File: src/rtl/ccc_lock_reset_sequencer.sv
// ccc_lock_reset_sequencer: PLL reset pulse, LOCK qualification and
// staggered per-domain reset release beside the fabric CCC.
//
// Ports:
//   CLK          free-running sequencer clock (RCOSC derived)
//   RESET_N      asynchronous active-low reset
//   LOCK         raw CCC lock, asynchronous to CLK
//   SW_RST_REQ   single-cycle request to resequence from PLL reset
//   PLL_ARST_N   CCC PLL reset, active low
//   CH_RESET_N   per-domain resets, active low, released in ascending order
//   ALL_READY    high only in RUN
//   LOCK_LOST    one-cycle pulse when lock drops in RELEASE/RUN
//   TIMEOUT_ERR  sticky failure flag, high in FAIL
//   RETRY_CNT    PLL reset retries used in the current attempt
//   STATE        0 PLL_RST, 1 WAIT_LOCK, 2 RELEASE, 3 RUN, 4 FAIL

module ccc_lock_reset_sequencer #(
   parameter int NUM_CH         = 4,
   parameter int PLL_RST_CYCLES = 32,
   parameter int LOCK_FILTER    = 16,
   parameter int STAGE_GAP      = 8,
   parameter int LOCK_TIMEOUT   = 65536,
   parameter int MAX_RETRIES    = 3,
   localparam int RW = (MAX_RETRIES > 0) ? $clog2(MAX_RETRIES + 1) : 1
) (
   input  logic              CLK,
   input  logic              RESET_N,
   input  logic              LOCK,
   input  logic              SW_RST_REQ,
   output logic              PLL_ARST_N,
   output logic [NUM_CH-1:0] CH_RESET_N,
   output logic              ALL_READY,
   output logic              LOCK_LOST,
   output logic              TIMEOUT_ERR,
   output logic [RW-1:0]     RETRY_CNT,
   output logic [2:0]        STATE
);

   localparam int PW = $clog2(PLL_RST_CYCLES + 1);
   localparam int FW = $clog2(LOCK_FILTER + 1);
   localparam int TW = $clog2(LOCK_TIMEOUT + 1);
   localparam int GW = $clog2(STAGE_GAP + 1);
   localparam int CW = (NUM_CH > 1) ? $clog2(NUM_CH) : 1;

   localparam logic [PW-1:0] P_LAST = PW'(PLL_RST_CYCLES - 1);
   localparam logic [FW-1:0] F_LAST = FW'(LOCK_FILTER - 1);
   localparam logic [TW-1:0] T_LAST = TW'(LOCK_TIMEOUT - 1);
   localparam logic [GW-1:0] G_LAST = GW'(STAGE_GAP - 1);
   localparam logic [CW-1:0] C_LAST = CW'(NUM_CH - 1);
   localparam logic [RW-1:0] R_MAX  = RW'(MAX_RETRIES);

   typedef enum logic [2:0] {
      S_PLL_RST = 3'd0,
      S_WAIT    = 3'd1,
      S_RELEASE = 3'd2,
      S_RUN     = 3'd3,
      S_FAIL    = 3'd4
   } state_t;

   state_t            r_state, w_state_n;
   logic [1:0]        r_sync;
   logic [PW-1:0]     r_pcnt, w_pcnt_n;
   logic [FW-1:0]     r_filt, w_filt_n;
   logic [TW-1:0]     r_tmo, w_tmo_n;
   logic [GW-1:0]     r_gap, w_gap_n;
   logic [CW-1:0]     r_idx, w_idx_n;
   logic [RW-1:0]     r_retry, w_retry_n;
   logic              r_pll, w_pll_n;
   logic [NUM_CH-1:0] r_ch, w_ch_n;
   logic              r_ready, w_ready_n;
   logic              r_lost, w_lost_n;
   logic              r_terr, w_terr_n;

   logic              w_lock_s;
   logic              w_live;
   logic [NUM_CH-1:0] w_ch_set;

   assign w_lock_s = r_sync[1];
   assign w_live   = (r_state == S_RELEASE) || (r_state == S_RUN);
   // Released channels accumulate: OR in the next one, never clear here.
   assign w_ch_set = r_ch | (NUM_CH'(1) << r_idx);

   always_ff @(posedge CLK or negedge RESET_N) begin
      if (!RESET_N) begin
         r_sync <= 2'b00;
      end else begin
         r_sync <= {r_sync[0], LOCK};
      end
   end

   always_ff @(posedge CLK or negedge RESET_N) begin
      if (!RESET_N) begin
         r_state <= S_PLL_RST;
         r_pcnt  <= '0;
         r_filt  <= '0;
         r_tmo   <= '0;
         r_gap   <= '0;
         r_idx   <= '0;
         r_retry <= '0;
         r_pll   <= 1'b0;
         r_ch    <= '0;
         r_ready <= 1'b0;
         r_lost  <= 1'b0;
         r_terr  <= 1'b0;
      end else begin
         r_state <= w_state_n;
         r_pcnt  <= w_pcnt_n;
         r_filt  <= w_filt_n;
         r_tmo   <= w_tmo_n;
         r_gap   <= w_gap_n;
         r_idx   <= w_idx_n;
         r_retry <= w_retry_n;
         r_pll   <= w_pll_n;
         r_ch    <= w_ch_n;
         r_ready <= w_ready_n;
         r_lost  <= w_lost_n;
         r_terr  <= w_terr_n;
      end
   end

   always_comb begin
      w_state_n = r_state;
      w_pcnt_n  = r_pcnt;
      w_filt_n  = r_filt;
      w_tmo_n   = r_tmo;
      w_gap_n   = r_gap;
      w_idx_n   = r_idx;
      w_retry_n = r_retry;
      w_pll_n   = r_pll;
      w_ch_n    = r_ch;
      w_ready_n = r_ready;
      w_lost_n  = 1'b0;
      w_terr_n  = r_terr;

      if (SW_RST_REQ) begin
         // Full restart; repeated requests keep reloading the pulse.
         w_state_n = S_PLL_RST;
         w_pcnt_n  = '0;
         w_filt_n  = '0;
         w_tmo_n   = '0;
         w_gap_n   = '0;
         w_idx_n   = '0;
         w_retry_n = '0;
         w_pll_n   = 1'b0;
         w_ch_n    = '0;
         w_ready_n = 1'b0;
         w_terr_n  = 1'b0;
      end else if (w_live && !w_lock_s) begin
         // Lock dropped: re-qualify without another PLL reset.
         w_state_n = S_WAIT;
         w_filt_n  = '0;
         w_tmo_n   = '0;
         w_gap_n   = '0;
         w_idx_n   = '0;
         w_ch_n    = '0;
         w_ready_n = 1'b0;
         w_lost_n  = 1'b1;
      end else begin
         unique case (r_state)
            S_PLL_RST: begin
               if (r_pcnt == P_LAST) begin
                  w_state_n = S_WAIT;
                  w_pcnt_n  = '0;
                  w_pll_n   = 1'b1;
                  w_filt_n  = '0;
                  w_tmo_n   = '0;
               end else begin
                  w_pcnt_n = r_pcnt + 1'b1;
               end
            end
            S_WAIT: begin
               w_tmo_n  = r_tmo + 1'b1;
               w_filt_n = w_lock_s ? r_filt + 1'b1 : '0;
               // Acceptance is checked first so it wins a tie with timeout.
               if (w_lock_s && (r_filt == F_LAST)) begin
                  w_state_n = S_RELEASE;
                  w_filt_n  = '0;
                  w_tmo_n   = '0;
                  w_gap_n   = '0;
                  w_idx_n   = '0;
               end else if (r_tmo == T_LAST) begin
                  w_filt_n = '0;
                  w_tmo_n  = '0;
                  if (r_retry < R_MAX) begin
                     w_retry_n = r_retry + 1'b1;
                     w_state_n = S_PLL_RST;
                     w_pcnt_n  = '0;
                     w_pll_n   = 1'b0;
                  end else begin
                     w_state_n = S_FAIL;
                     w_terr_n  = 1'b1;
                  end
               end
            end
            S_RELEASE: begin
               if (r_gap == G_LAST) begin
                  w_gap_n = '0;
                  w_ch_n  = w_ch_set;
                  if (r_idx == C_LAST) begin
                     w_state_n = S_RUN;
                     w_ready_n = 1'b1;
                     w_retry_n = '0;
                     w_idx_n   = '0;
                  end else begin
                     w_idx_n = r_idx + 1'b1;
                  end
               end else begin
                  w_gap_n = r_gap + 1'b1;
               end
            end
            S_RUN: begin
               w_ready_n = 1'b1;
            end
            S_FAIL: begin
               w_pll_n  = 1'b1;
               w_ch_n   = '0;
               w_terr_n = 1'b1;
            end
            default: begin
               w_state_n = S_PLL_RST;
               w_pcnt_n  = '0;
               w_pll_n   = 1'b0;
               w_ch_n    = '0;
               w_ready_n = 1'b0;
            end
         endcase
      end
   end

   assign PLL_ARST_N  = r_pll;
   assign CH_RESET_N  = r_ch;
   assign ALL_READY   = r_ready;
   assign LOCK_LOST   = r_lost;
   assign TIMEOUT_ERR = r_terr;
   assign RETRY_CNT   = r_retry;
   assign STATE       = r_state;

endmodule

File: config.mk
export PLATFORM = sky130hd
export DESIGN_NAME = ccc_lock_reset_sequencer
export DESIGN_NICKNAME = d
export VERILOG_FILES = /design/src/rtl/ccc_lock_reset_sequencer.sv
export SDC_FILE = /design/constraint.sdc
export NUM_CORES = 1
export LEC_CHECK = 0
export CAP_MARGIN = 20
export CORE_AREA = 2 2 69 71
export CTS_CLUSTER_SIZE = 25
export DETAILED_ROUTE_END_ITERATION = 8
export DIE_AREA = 0 0 71 73
export DONT_BUFFER_PORTS = 1
export PLACE_DENSITY = 0.81
export REMOVE_ABC_BUFFERS = 1
export SYNTH_ARGS = -nofsm -noshare
export SYNTH_HDL_FRONTEND = slang
export SYNTH_SLANG_ARGS = --single-unit
File: constraint.sdc
create_clock -name CLK -period 2.8 [get_ports CLK]
set_clock_uncertainty 0.1 [all_clocks]
set_input_delay 0.84 -clock CLK [delete_from_list [all_inputs] [get_ports CLK]]
set_output_delay 0.84 -clock CLK [all_outputs]
set_load 0.05 [all_outputs]
Word level (Yosys, flattened, before mapping)

Index checks and enable logic that the tools add are counted.

Register bits: 49
Word-level logic and storage cells: 145
Memory bits (read-only): 0
Memory bits (writable): 0
Bits in latches: 0
Memories: 0

Div/mod/pow operators: 0
Bitwise operators: 1
Equality and inequality tests: 27
Reductions and logical operators: 24
Magnitude comparators: 1
Multiplexer cells: 72
Multiply operators: 0
Shift-type cells: 1
$add $sub $neg: 6

Operators by type and width:

| kind                                                   | count |
|---|---|
| two-way mux 17 bit                                     | 5 |
| two-way mux 6 bit                                      | 6 |
| one-hot mux 17 bit (2 select lines)                    | 1 |
| two-way mux 5 bit                                      | 6 |
| two-way mux 4 bit                                      | 7 |
| two-way mux 2 bit                                      | 12 |
| two-way mux 3 bit                                      | 8 |
| one-hot mux 6 bit (3 select lines)                     | 1 |
| adder 17 x 1 -> 17 bit (second input constant)         | 1 |
| equality test 17 x 16 -> 1 bit (second input constant) | 1 |
| two-way mux 1 bit                                      | 17 |
| one-hot mux 4 bit (2 select lines)                     | 2 |
| inequality test 3 bit (second input constant)          | 5 |
| AND reduction 5 bit                                    | 3 |
| one-hot mux 3 bit (4 select lines)                     | 1 |
| one-hot mux 5 bit (2 select lines)                     | 1 |
| inequality test 3 x 1 -> 1 bit (second input constant) | 3 |
| OR reduction 3 bit                                     | 3 |
| inequality test 4 x 2 -> 1 bit (second input constant) | 2 |
| inequality test 4 bit (second input constant)          | 2 |
| one-hot mux 2 bit (2 select lines)                     | 2 |
| nonzero test 4 bit                                     | 2 |
| AND reduction 7 bit                                    | 1 |
| adder 6 x 1 -> 6 bit (second input constant)           | 1 |
| other kinds (29)                                       | 39 |

Logic depth before layout (Yosys ltp)

Gate-level depths: netlist of run 1.

Depth in word-level cells: 7
Mapped depth: 9

Least setup slack after synthesis of run 1

No wires, ideal clock.

Path type: input-to-reg
Start: in SW_RST_REQ
End: reg r_tmo[10]
Arrival: 2.004 ns
Required time: 2.621 ns
Path slack: 0.616 ns
Stages on the path: 6
Buffers on the path: 1
Cell sequence: nor4b_4 nand2_1 a21oi_2 buf_4 nand4_1 mux2i_1

Longest elaborated chain between the ends: 2
Elaborated cells on any way between the ends: 4
Classes of those cells: eq/ne (1); mux (1); reduce/logical (2)

Ends and longest elaborated chain:

| what                                                                         | line | text |
|---|---|---|
| from (decl)                                                                  | 29   | `input logic SW_RST_REQ,` |
| inequality test 4 bit (no source line) or nonzero test 4 bit (tied branches) | -    |  |
| AND reduction 2 bit (no source line)                                         | -    |  |
| to (signal assigned)                                                         | 109  | `r_tmo <= w_tmo_n;` |
| to (decl)                                                                    | 64   | `logic [TW-1:0] r_tmo, w_tmo_n;` |

Parallel ways exist; a longest one is shown, timed or not.
A chain may end at the register's enable or synchronous reset.

Final worst setup path of run 1

Start: reg r_state[1], in the netlist STATE[1]
End: reg r_tmo[12]

Longest elaborated chain between the ends: 5
Elaborated cells on any way between the ends: 12
Classes of those cells: eq/ne (4); mux (3); reduce/logical (5)

Ends and longest elaborated chain:

| what                                                                       | line | text |
|---|---|---|
| from (decl)                                                                | 60   | `state_t r_state, w_state_n;` |
| from (signal assigned)                                                     | 106  | `r_state <= w_state_n;` |
| equality test 3 x 2 -> 1 bit                                               | 79   | `assign w_live = (r_state == S_RELEASE) \|\| (r_state == S_RUN);` |
| logical OR 1 bit                                                           | 79   |  |
| logical AND 1 bit                                                          | 148  | `end else if (w_live && !w_lock_s) begin` |
| inequality test 4 bit (no source line) (tied with other cells)             | -    |  |
| AND reduction 2 bit (no source line) or two-way mux 17 bit (tied branches) | -    |  |

Parallel ways exist; a longest one is shown, timed or not.

==> results of run 1 <==
flip-flops by register name, summed over array words and instances, names as in the netlist:
name / flops
STATE: 3
CH_RESET_N: 4
PLL_ARST_N: 1
r_tmo: 17
r_gap: 4
r_idx: 2
r_sync: 2
LOCK_LOST: 1
r_pcnt: 6
TIMEOUT_ERR: 1
RETRY_CNT: 2
r_filt: 5
ALL_READY: 1
final timing paths:
kind / slack (ps) / cells after the start / to / start
min in group CLK: 260 / 0 / r_sync[1]$_DFF_PN0_ / r_sync[0]$_DFF_PN0_
hold reg to reg: 260 / 0 / r_sync[1]$_DFF_PN0_ / r_sync[0]$_DFF_PN0_
hold / removal: 120 / 0 / r_pcnt[5]$_DFFE_PN0P_ / RESET_N
setup reg to reg: 360 / 5 / r_tmo[12]$_DFFE_PN0P_ / STATE[1]$_DFFE_PN0P_
setup / recovery: 360 / 5 / r_tmo[12]$_DFFE_PN0P_ / STATE[1]$_DFFE_PN0P_
max in group asynchronous: 2380 / 0 / r_tmo[12]$_DFFE_PN0P_ / RESET_N
metrics by stage:
| stage | utilization [%] | hold slack (ps) | instances |
|---|---|---|---|
| 2_1_floorplan | - | 231 | 273 |
| 3_5_place_dp | 61.0 | 238 | 335 |
| 6_report | 63.6 | 122 | 343 |
| 5_1_grt | 63.6 | 106 | 343 |
| 3_3_place_gp | 61.0 | 237 | 335 |
| 4_1_cts | 63.6 | 114 | 343 |
layout make-up:
| cell class | count | area share, % |
|---|---|---|
| Multi-Input combinational cell | 213 | 47.6 |
| Sequential cell | 49 | 42.5 |
| Clock buffer | 7 | 2.99 |
| Tap cell | 54 | 2.34 |
| Timing Repair Buffer | 8 | 2.08 |
| Inverter | 11 | 1.43 |
| Clock inverter | 1 | 1.04 |
cells in the mapped netlist (all sizes together), types with 2 or more instances:
library cell | number | area, sq um
o21a | 2 | 15.0
xor2 | 2 | 17.5
nand3b | 3 | 22.5
a211oi | 3 | 22.5
or4 | 4 | 30.0
o21ai | 24 | 120
nand2 | 26 | 97.6
nor3b | 3 | 22.5
nor3 | 3 | 15.0
o2bb2ai | 3 | 26.3
nor2 | 22 | 82.6
nand2b | 2 | 12.5
o31ai | 6 | 45.0
a31oi | 4 | 31.3
dfrtp | 49 | 1230
buf | 6 | 32.5
or2 | 2 | 12.5
nand3 | 17 | 90.1
a21oi | 25 | 129
or3 | 2 | 12.5
clkbuf | 7 | 26.3
and3b | 2 | 17.5
nand4 | 5 | 37.5
ha | 10 | 125
nor4 | 5 | 46.3
inv | 11 | 41.3
and3 | 3 | 18.8
a21o | 6 | 45.0
a22o | 7 | 61.3
mux2i | 4 | 40.0
where the power goes:
group          internal [mW]  switching [mW]
Combinational         0.0330          0.0622
Clock                  0.291           0.223
Sequential             0.722          0.0362
Total                   1.05           0.322
worst max-delay path, delay by kind of cell, from the launching register on:
family,cells,cell delay [ps]
AO/OA/AOI/OAI,4,1430
flip-flops,1,490
AND/OR/NAND/NOR,1,300
kinds of logic (layout without fill, tap and decap cells):
| family | Yosys count | count (layout) | share of synthesized area, % |
|---|---|---|---|
| AND/OR/NAND/NOR | 104 | 104 | 21.3 |
| AO/OA/AOI/OAI | 91 | 91 | 22.0 |
| flip-flops | 49 | 49 | 45.4 |
| buffers and inverters | 24 | 27 | 3.71 |
| adder cells (fa/ha/maj) | 10 | 10 | 4.64 |
| multiplexers | 5 | 5 | 1.90 |
| XOR/XNOR | 3 | 3 | 0.974 |
metal layers:
| layer | global-route usage (%) | vias up |
|---|---|---|
| met5 | 0 | - |
| met4 | 7.34 | 0 |
| met3 | 4.42 | 8 |
| met2 | 38.3 | 45 |
| met1 | 30.0 | 1090 |
| li1 | - | 1068 |
==> out/qor.yml, run 1 <==
sta:
  slew-limit-headroom_pct: 34.6
  hold_viol: 0
  rsz0062_at_grt: "no"
  fin_ws_ps: 358
  setup_viol: 0
  period_share_pct: 87.2
  setup_tns_ps: 0
  worst_slew_pin_slew_ps: 978
  clock.fmax_mhz: 409
  timing.final.crit_period_ps: 2440
  final_max_slew_viol_count: 0
logic_synthesis:
  avgSynthCellArea_sq_um: 9.44
  ys_async_sr_fraction_pct: 100
  synth_ff_type: "dfrtp_1"
  ys_types: 55
  yosysSeqAreaShare_pct: 45.4
  ys_seq_elements: 49
  yosys_warnings: 0
  synth_cells: 286
  synth_area_sq_mm: 0.00270
  synth_edf_count: 0
clock_tree:
  cts_tree: "built"
  ctsHoldBuffers: 0
  post_cts_resized: 0
  clk_pin_slew_ps: 90
  clockBufferDepth: 2
  clock_latency_ps: 300
  cts_root_buf: "clkbuf_8"
  cts_inserted_buffers: 5
  clock-sinks: 49
  htreeDepth: 2
  post_cts_buffers: 0
floorplan:
  initial_utilization_pct: 59.5
  die-area_sq_mm: 0.00518
  core_sq_mm: 0.00454
  boundaryPins: 17
  die_x_um: 71
  fp-row-count: 25
  die_h_um: 73
global_routing:
  grt_pass1_vias: 2108
  overflow: 0
  grtUsageTotal_pct: 22.8
  grt_max_degree: 50
  antenna_found_initial: 0
  grt_pass1_wl_um: 9490
power_and_ir_drop:
  p_leak_nw: 1.25
  power_density_mw_per_mm2: 474
  total_power_mw: 1.37
  peakVddDrop_mv: 0.273
placed_design:
  placed_area_sq_mm: 0.00277
  dp_hpwl_um: 3740
  post-place-ws_ps: 368
  gp_congestion: 0.830
  numPortBuffers: 0
setup_path:
  cp-end-kind: "flop"
  crit_path_cell_trace: "nor2_1 -> o21ai_1 -> a31oi_2 -> o21ai_0 -> o41ai_1"
  cp_max_fo: 22
  path_class: "flop to flop"
  worst_ep_required_time_ps: 2880
  start_kind: "flop"
  critPathSlowestCell: "a31oi_2"
  crit_arrival_ps: 2520
  cpPeakStageDelay_ps: 820
final_layout:
  layout_common_cells: "dfrtp_1 (49), nand2_1 (26), a21oi_1 (24)"
  multiInputGateArea_sq_mm: 0.00137
  drive_gt1_share_pct: 8.65
  seqCellArea_sq_mm: 0.00123
  n_fill_cell: 374
  fin_area_sq_mm: 0.00288
  layout_commonest_cell: "dfrtp_1"
  layout.nets: 302
  areaGrowthSynthToFinish_pct: 6.86
  antenna_cells: 0
hold_path:
  min_path_type: "input pin to asynchronous set/reset pin"
outcome:
  run_status: "finished clean"
route:
  route.top_layer_used: "met4"
  post-route-drc-count: 0
  first_pass_iters: 4
  drt-initial-drc-count: 174
  drt_wl_total_um: 5400
  avgRoutedWirePerCell_um: 15.7
  met2_length_um: 2650
  wl_met1_um: 2480
  route.met3.wl_um: 195
  drtAntennaViolNets: 0
  viasPerCell: 6.45
  vias: 2211
job:
  maxCapViolations: 0
Power figures use the tool's default switching activity.
==> run 2, diff against run 1 <==
--- a/config.mk
+++ b/config.mk
@@ -11,7 +11,7 @@
 export DETAILED_ROUTE_END_ITERATION = 8
 export DIE_AREA = 0 0 71 73
 export DONT_BUFFER_PORTS = 1
-export PLACE_DENSITY = 0.81
+export PLACE_DENSITY = 0.77
 export REMOVE_ABC_BUFFERS = 1
 export SYNTH_ARGS = -nofsm -noshare
 export SYNTH_HDL_FRONTEND = slang
==> out/qor.yml, run 2 (synthesis gave the netlist of run 1 again) <==
setup_path:
  crit_arrival_ps: 2480
  cp-end-kind: "flop"
  cpPeakStageDelay_ps: 860
  critPathSlowestCell: "a31oi_2"
  critPathMostFrequentCell: "o21ai_0"
  path_buf_inv: 1
  worst_ep_required_time_ps: 2920
  start_kind: "flop"
  crit_path_cell_trace: "ha_1 -> nand2_1 -> o21ai_1 -> a31oi_2 -> buf_4 -> o21ai_0 -> o21ai_0"
  cpLargestDelayFamily: "compound AO/OA/AOI/OAI gates"
  path_class: "flop to flop"
  cp_max_fo: 23
  ff2ff_setup_slack_ps: 440
clock_tree:
  clk_pin_slew_ps: 80
  htreeDepth: 2
  cts_inserted_buffers: 5
  clockBufferDepth: 2
  cts_tree: "built"
  post_cts_buffers: 0
  post_cts_resized: 0
  ctsHoldBuffers: 0
  clock_latency_ps: 300
  clock-sinks: 49
  cts_root_buf: "clkbuf_8"
sta:
  timing.final.crit_period_ps: 2360
  period_share_pct: 84.2
  fin_ws_ps: 443
  hold_viol: 0
  final_max_slew_viol_count: 0
  setup_viol: 0
  slew-limit-headroom_pct: 31.0
  rsz0062_at_grt: "no"
  clock.fmax_mhz: 424
  whs_ps: 127
  setup_tns_ps: 0
  worst_slew_pin_slew_ps: 1030
power_and_ir_drop:
  combPwrFrac_pct: 7.6
  p_seq_share_pct: 61.5
  power_density_mw_per_mm2: 434
  peakVddDrop_mv: 0.287
  p_clk_share_pct: 30.9
  p_leak_nw: 1.23
  p_int_mw: 0.920
  netSwitchingPower_mw: 0.313
  switching_share_pct: 25.4
floorplan:
  initial_utilization_pct: 59.5
  die_h_um: 73
  boundaryPins: 17
  core_sq_mm: 0.00454
  fp-row-count: 25
  die_x_um: 71
  die-area_sq_mm: 0.00518
route:
  viasPerCell: 6.25
  vias: 2132
  drt-initial-drc-count: 207
  drt_wl_total_um: 5280
  avgRoutedWirePerCell_um: 15.5
  drtAntennaViolNets: 0
  first_pass_iters: 4
  post-route-drc-count: 0
final_layout:
  layout_commonest_cell: "dfrtp_1"
  seqCellArea_sq_mm: 0.00123
  regMostFlops: "r_tmo"
  final_util_pct: 62.6
  multiInputGateArea_sq_mm: 0.00137
  areaGrowthSynthToFinish_pct: 5.29
  drive_gt1_share_pct: 8.36
  largest_reg_flops: 17
  layout.nets: 302
  layout_common_cells: "dfrtp_1 (49), nand2_1 (26), a21oi_1 (24)"
  antenna_cells: 0
  top_regs: "r_tmo: 17 flops, r_pcnt: 6 flops, r_filt: 5 flops"
  n_fill_cell: 369
  fin_area_sq_mm: 0.00284
placed_design:
  post-place-ws_ps: 393
  gp_congestion: 0.828
  dp_hpwl_um: 3730
  placed_area_sq_mm: 0.00277
  numPortBuffers: 0
global_routing:
  grtUsageTotal_pct: 22.8
  grt_max_degree: 50
  grt_pass1_wl_um: 9460
  overflow: 0
  antenna_found_initial: 0
  grt_pass1_vias: 2049
hold_path:
  min_path_type: "input pin to asynchronous set/reset pin"
job:
  maxCapViolations: 0
outcome:
  run_status: "finished clean"
run 2: cell types whose count changed in the layout (fill, tap and decap cells not counted), sizes merged:
cell    before  now
clkbuf       7    5
clkinv       0    1
bufinv       1    0
run 2: cell type report:
type                    count  area share [%]
multi-input cells         213            48.3
inverters                  11            1.45
clock buffers               5            2.42
repair buffers              8            2.11
well taps                  54            2.38
flip-flops and latches     49            43.2
clock inverters             1           0.176
run 2: path summary, 6_finish.rpt:
kind	cells past startpoint	endpoint	from
worst max-delay path	7	r_tmo[2]$_DFFE_PN0P_	r_pcnt[0]$_DFFE_PN0P_
worst min-delay path	0	r_gap[2]$_DFFE_PN0P_	RESET_N
worst max register to register	7	r_tmo[2]$_DFFE_PN0P_	r_pcnt[0]$_DFFE_PN0P_
worst min register to register	0	r_sync[1]$_DFF_PN0_	r_sync[0]$_DFF_PN0_
max in group asynchronous	0	r_tmo[9]$_DFFE_PN0P_	RESET_N
min in group CLK	0	r_sync[1]$_DFF_PN0_	r_sync[0]$_DFF_PN0_
run 2: stage by stage:
step	power, mW	instances
floorplan	0.839	273
CTS	1.25	341
finish	1.23	341
global placement	0.865	335
detailed placement	0.866	335
global route	1.29	341
run 2: worst reg2reg max path: stages (launching register included):
cell,delay [ps]
dfrtp_1,410
ha_1,250
nand2_1,110
o21ai_1,110
a31oi_2,860
buf_4,280
o21ai_0,80
o21ai_0,80
run 2: per-layer routing:
metal  part of all wire (%)  wire (um)  GRT usage, %  up-vias
li1                       -          -             -     1062
met1                     46       2440          30.4     1014
met2                     48       2520          37.0       48
met3                    4.4        233          5.39        8
met4                    1.5         81          7.76        0
met5                      0          0             0        -
run 2: power groups by stage:
stage / Sequential (mW) / Clock, mW / Combinational, mW
5_1_grt: 0.761 / 0.421 / 0.106
3_3_place_gp: 0.772 / 0 / 0.0927
4_1_cts: 0.758 / 0.397 / 0.0939
6_report: 0.758 / 0.380 / 0.0940
3_5_place_dp: 0.773 / 0 / 0.0936
2_1_floorplan: 0.780 / 0 / 0.0592
==> run 3, diff against run 2 <==
--- a/config.mk
+++ b/config.mk
@@ -6,12 +6,12 @@
 export NUM_CORES = 1
 export LEC_CHECK = 0
 export CAP_MARGIN = 20
-export CORE_AREA = 2 2 69 71
+export CORE_AREA = 2 2 72 74
 export CTS_CLUSTER_SIZE = 25
 export DETAILED_ROUTE_END_ITERATION = 8
-export DIE_AREA = 0 0 71 73
+export DIE_AREA = 0 0 74 76
 export DONT_BUFFER_PORTS = 1
-export PLACE_DENSITY = 0.77
+export PLACE_DENSITY = 0.74
 export REMOVE_ABC_BUFFERS = 1
 export SYNTH_ARGS = -nofsm -noshare
 export SYNTH_HDL_FRONTEND = slang
==> constraint.sdc (replaced) <==
create_clock -name CLK -period 2 [get_ports CLK]
set_clock_uncertainty 0.1 [all_clocks]
set_input_delay 0.6 -clock CLK [delete_from_list [all_inputs] [get_ports CLK]]
set_output_delay 0.6 -clock CLK [all_outputs]
set_load 0.05 [all_outputs]
==> out/qor.yml, run 3 (synthesis gave the netlist of run 1 again) <==
setup_path:
  worst_ep_required_time_ps: 2130
  cp_max_fo: 15
  crit_arrival_ps: 2090
  cp-end-kind: "flop"
  start_kind: "flop"
  path_class: "flop to flop"
  timing.rr.start: "r_pcnt[5]$_DFFE_PN0P_"
  cp-startpoint: "r_pcnt[5]$_DFFE_PN0P_"
final_layout:
  largest_reg_flops: 17
  regMostFlops: "r_tmo"
  layout.nets: 342
  final_util_pct: 68.9
  layout_commonest_cell: "dfrtp_1"
  layout_common_cells: "dfrtp_1 (48), buf_4 (42), nand2_1 (24)"
  top_regs: "r_tmo: 17 flops, r_pcnt: 6 flops, r_filt: 5 flops"
  areaGrowthSynthToFinish_pct: 25.5
  antenna_cells: 0
  drive_gt1_share_pct: 27.1
sta:
  slew-limit-headroom_pct: 67.8
  final_max_slew_viol_count: 0
  worst_slew_pin_slew_ps: 483
  setup_viol: 0
  timing.final.crit_period_ps: 1970
  rsz0062_at_grt: "yes"
  setup_tns_ps: 0
  period_share_pct: 98.3
  clock.fmax_mhz: 509
  whs_ps: 32.5
  hold_viol: 0
global_routing:
  grt_max_degree: 50
  grt_pass1_wl_um: 10600
  grt_pass1_vias: 2361
  overflow: 0
  grtUsageTotal_pct: 23.4
  antenna_found_initial: 0
power_and_ir_drop:
  peakVddDrop_mv: 0.415
  power_density_mw_per_mm2: 586
  switching_share_pct: 24.6
  netSwitchingPower_mw: 0.487
  combPwrFrac_pct: 10.3
  p_clk_share_pct: 36.6
  p_seq_share_pct: 53.2
  p_int_mw: 1.50
  p_leak_nw: 1.50
hold_path:
  min_path_type: "input pin to asynchronous set/reset pin"
outcome:
  run_status: "finished clean"
floorplan:
  initial_utilization_pct: 54.9
  core_sq_mm: 0.00491
  die_x_um: 74
  fp-row-count: 26
  die_h_um: 76
  boundaryPins: 17
  die-area_sq_mm: 0.00562
clock_tree:
  clockBufferDepth: 2
  clk_pin_slew_ps: 90
  clock_latency_ps: 300
  cts_tree: "built"
  clock-sinks: 49
  cts_root_buf: "clkbuf_8"
  cts_inserted_buffers: 5
  htreeDepth: 2
route:
  drtAntennaViolNets: 0
  drt_wl_total_um: 6320
  avgRoutedWirePerCell_um: 15.8
  drt-initial-drc-count: 164
  post-route-drc-count: 0
  viasPerCell: 6.00
  first_pass_iters: 4
  vias: 2395
placed_design:
  dp_hpwl_um: 4260
  numPortBuffers: 0
  gp_congestion: 0.833
job:
  maxCapViolations: 0
## run 3: routing by layer
| metal | part of all wire [%] | up-vias | track usage (%) |
|---|---|---|---|
| met2 | 53 | 41 | 38.1 |
| li1 | - | 1151 | - |
| met1 | 43 | 1196 | 31.6 |
| met4 | 0.78 | 0 | 6.00 |
| met5 | 0 | - | 0 |
| met3 | 3.1 | 7 | 4.50 |
## run 3: worst paths after layout
kind | to | slack (ps) | cells after the start
setup / recovery | r_tmo[15]$_DFFE_PN0P_ | 30 | 6
hold / removal | r_gap[0]$_DFFE_PN0P_ | 30 | 1
setup reg to reg | r_tmo[15]$_DFFE_PN0P_ | 30 | 6
hold reg to reg | r_sync[1]$_DFF_PN0_ | 260 | 0
max in group asynchronous | STATE[1]$_DFFE_PN0P_ | 1520 | 1
min in group CLK | r_sync[0]$_DFF_PN0_ | 230 | 0
## run 3: area by class of cell
| class | instances | area [sq um] |
|---|---|---|
| Fill cell | 379 | 1530 |
| Multi-Input combinational cell | 213 | 1510 |
| Sequential cell | 49 | 1230 |
| Timing Repair Buffer | 48 | 408 |
| Tap cell | 70 | 87.6 |
| Clock buffer | 7 | 86.3 |
| Inverter | 11 | 41.3 |
| Clock inverter | 1 | 30.0 |
## run 3: what timing repair did
item                                   in CTS  in global routing
endpoints found under the hold margin      49                  0
pin swaps                                   1                  8
gates resized for setup                     4                 31
hold buffers                                1                  0
buffers inserted                            1                  4
setup endpoints to repair                   6                 29
## run 3: per-stage QoR
step / instance area [sq um] / total power [mW] / cells / setup WS (ps)
after floorplan: 2640 / 1.17 / 273 / -394
after global placement: 3060 / 1.24 / 385 / 31.6
after detailed placement: 3060 / 1.24 / 385 / -6.73
after CTS: 3230 / 2.00 / 395 / -2.95
after global routing: 3390 / 2.08 / 399 / -116
final: 3390 / 1.98 / 399 / 34.9
## run 3: critical path, stage by stage (launching register included)
cell and delay, ps:
dfrtp_1 420, nand3b_1 240, o21ai_2 190, a31oi_2 120, buf_12 170, or4_4 510
a21oi_2 150
## run 3: power by group through the flow
| stage | Sequential [mW] | Clock, mW | Combinational (mW) |
|---|---|---|---|
| 5_1_grt | 1.06 | 0.793 | 0.225 |
| 4_1_cts | 1.05 | 0.747 | 0.195 |
| 3_3_place_gp | 1.07 | 0 | 0.162 |
| 6_report | 1.06 | 0.726 | 0.204 |
| 3_5_place_dp | 1.08 | 0 | 0.164 |
| 2_1_floorplan | 1.09 | 0 | 0.0829 |
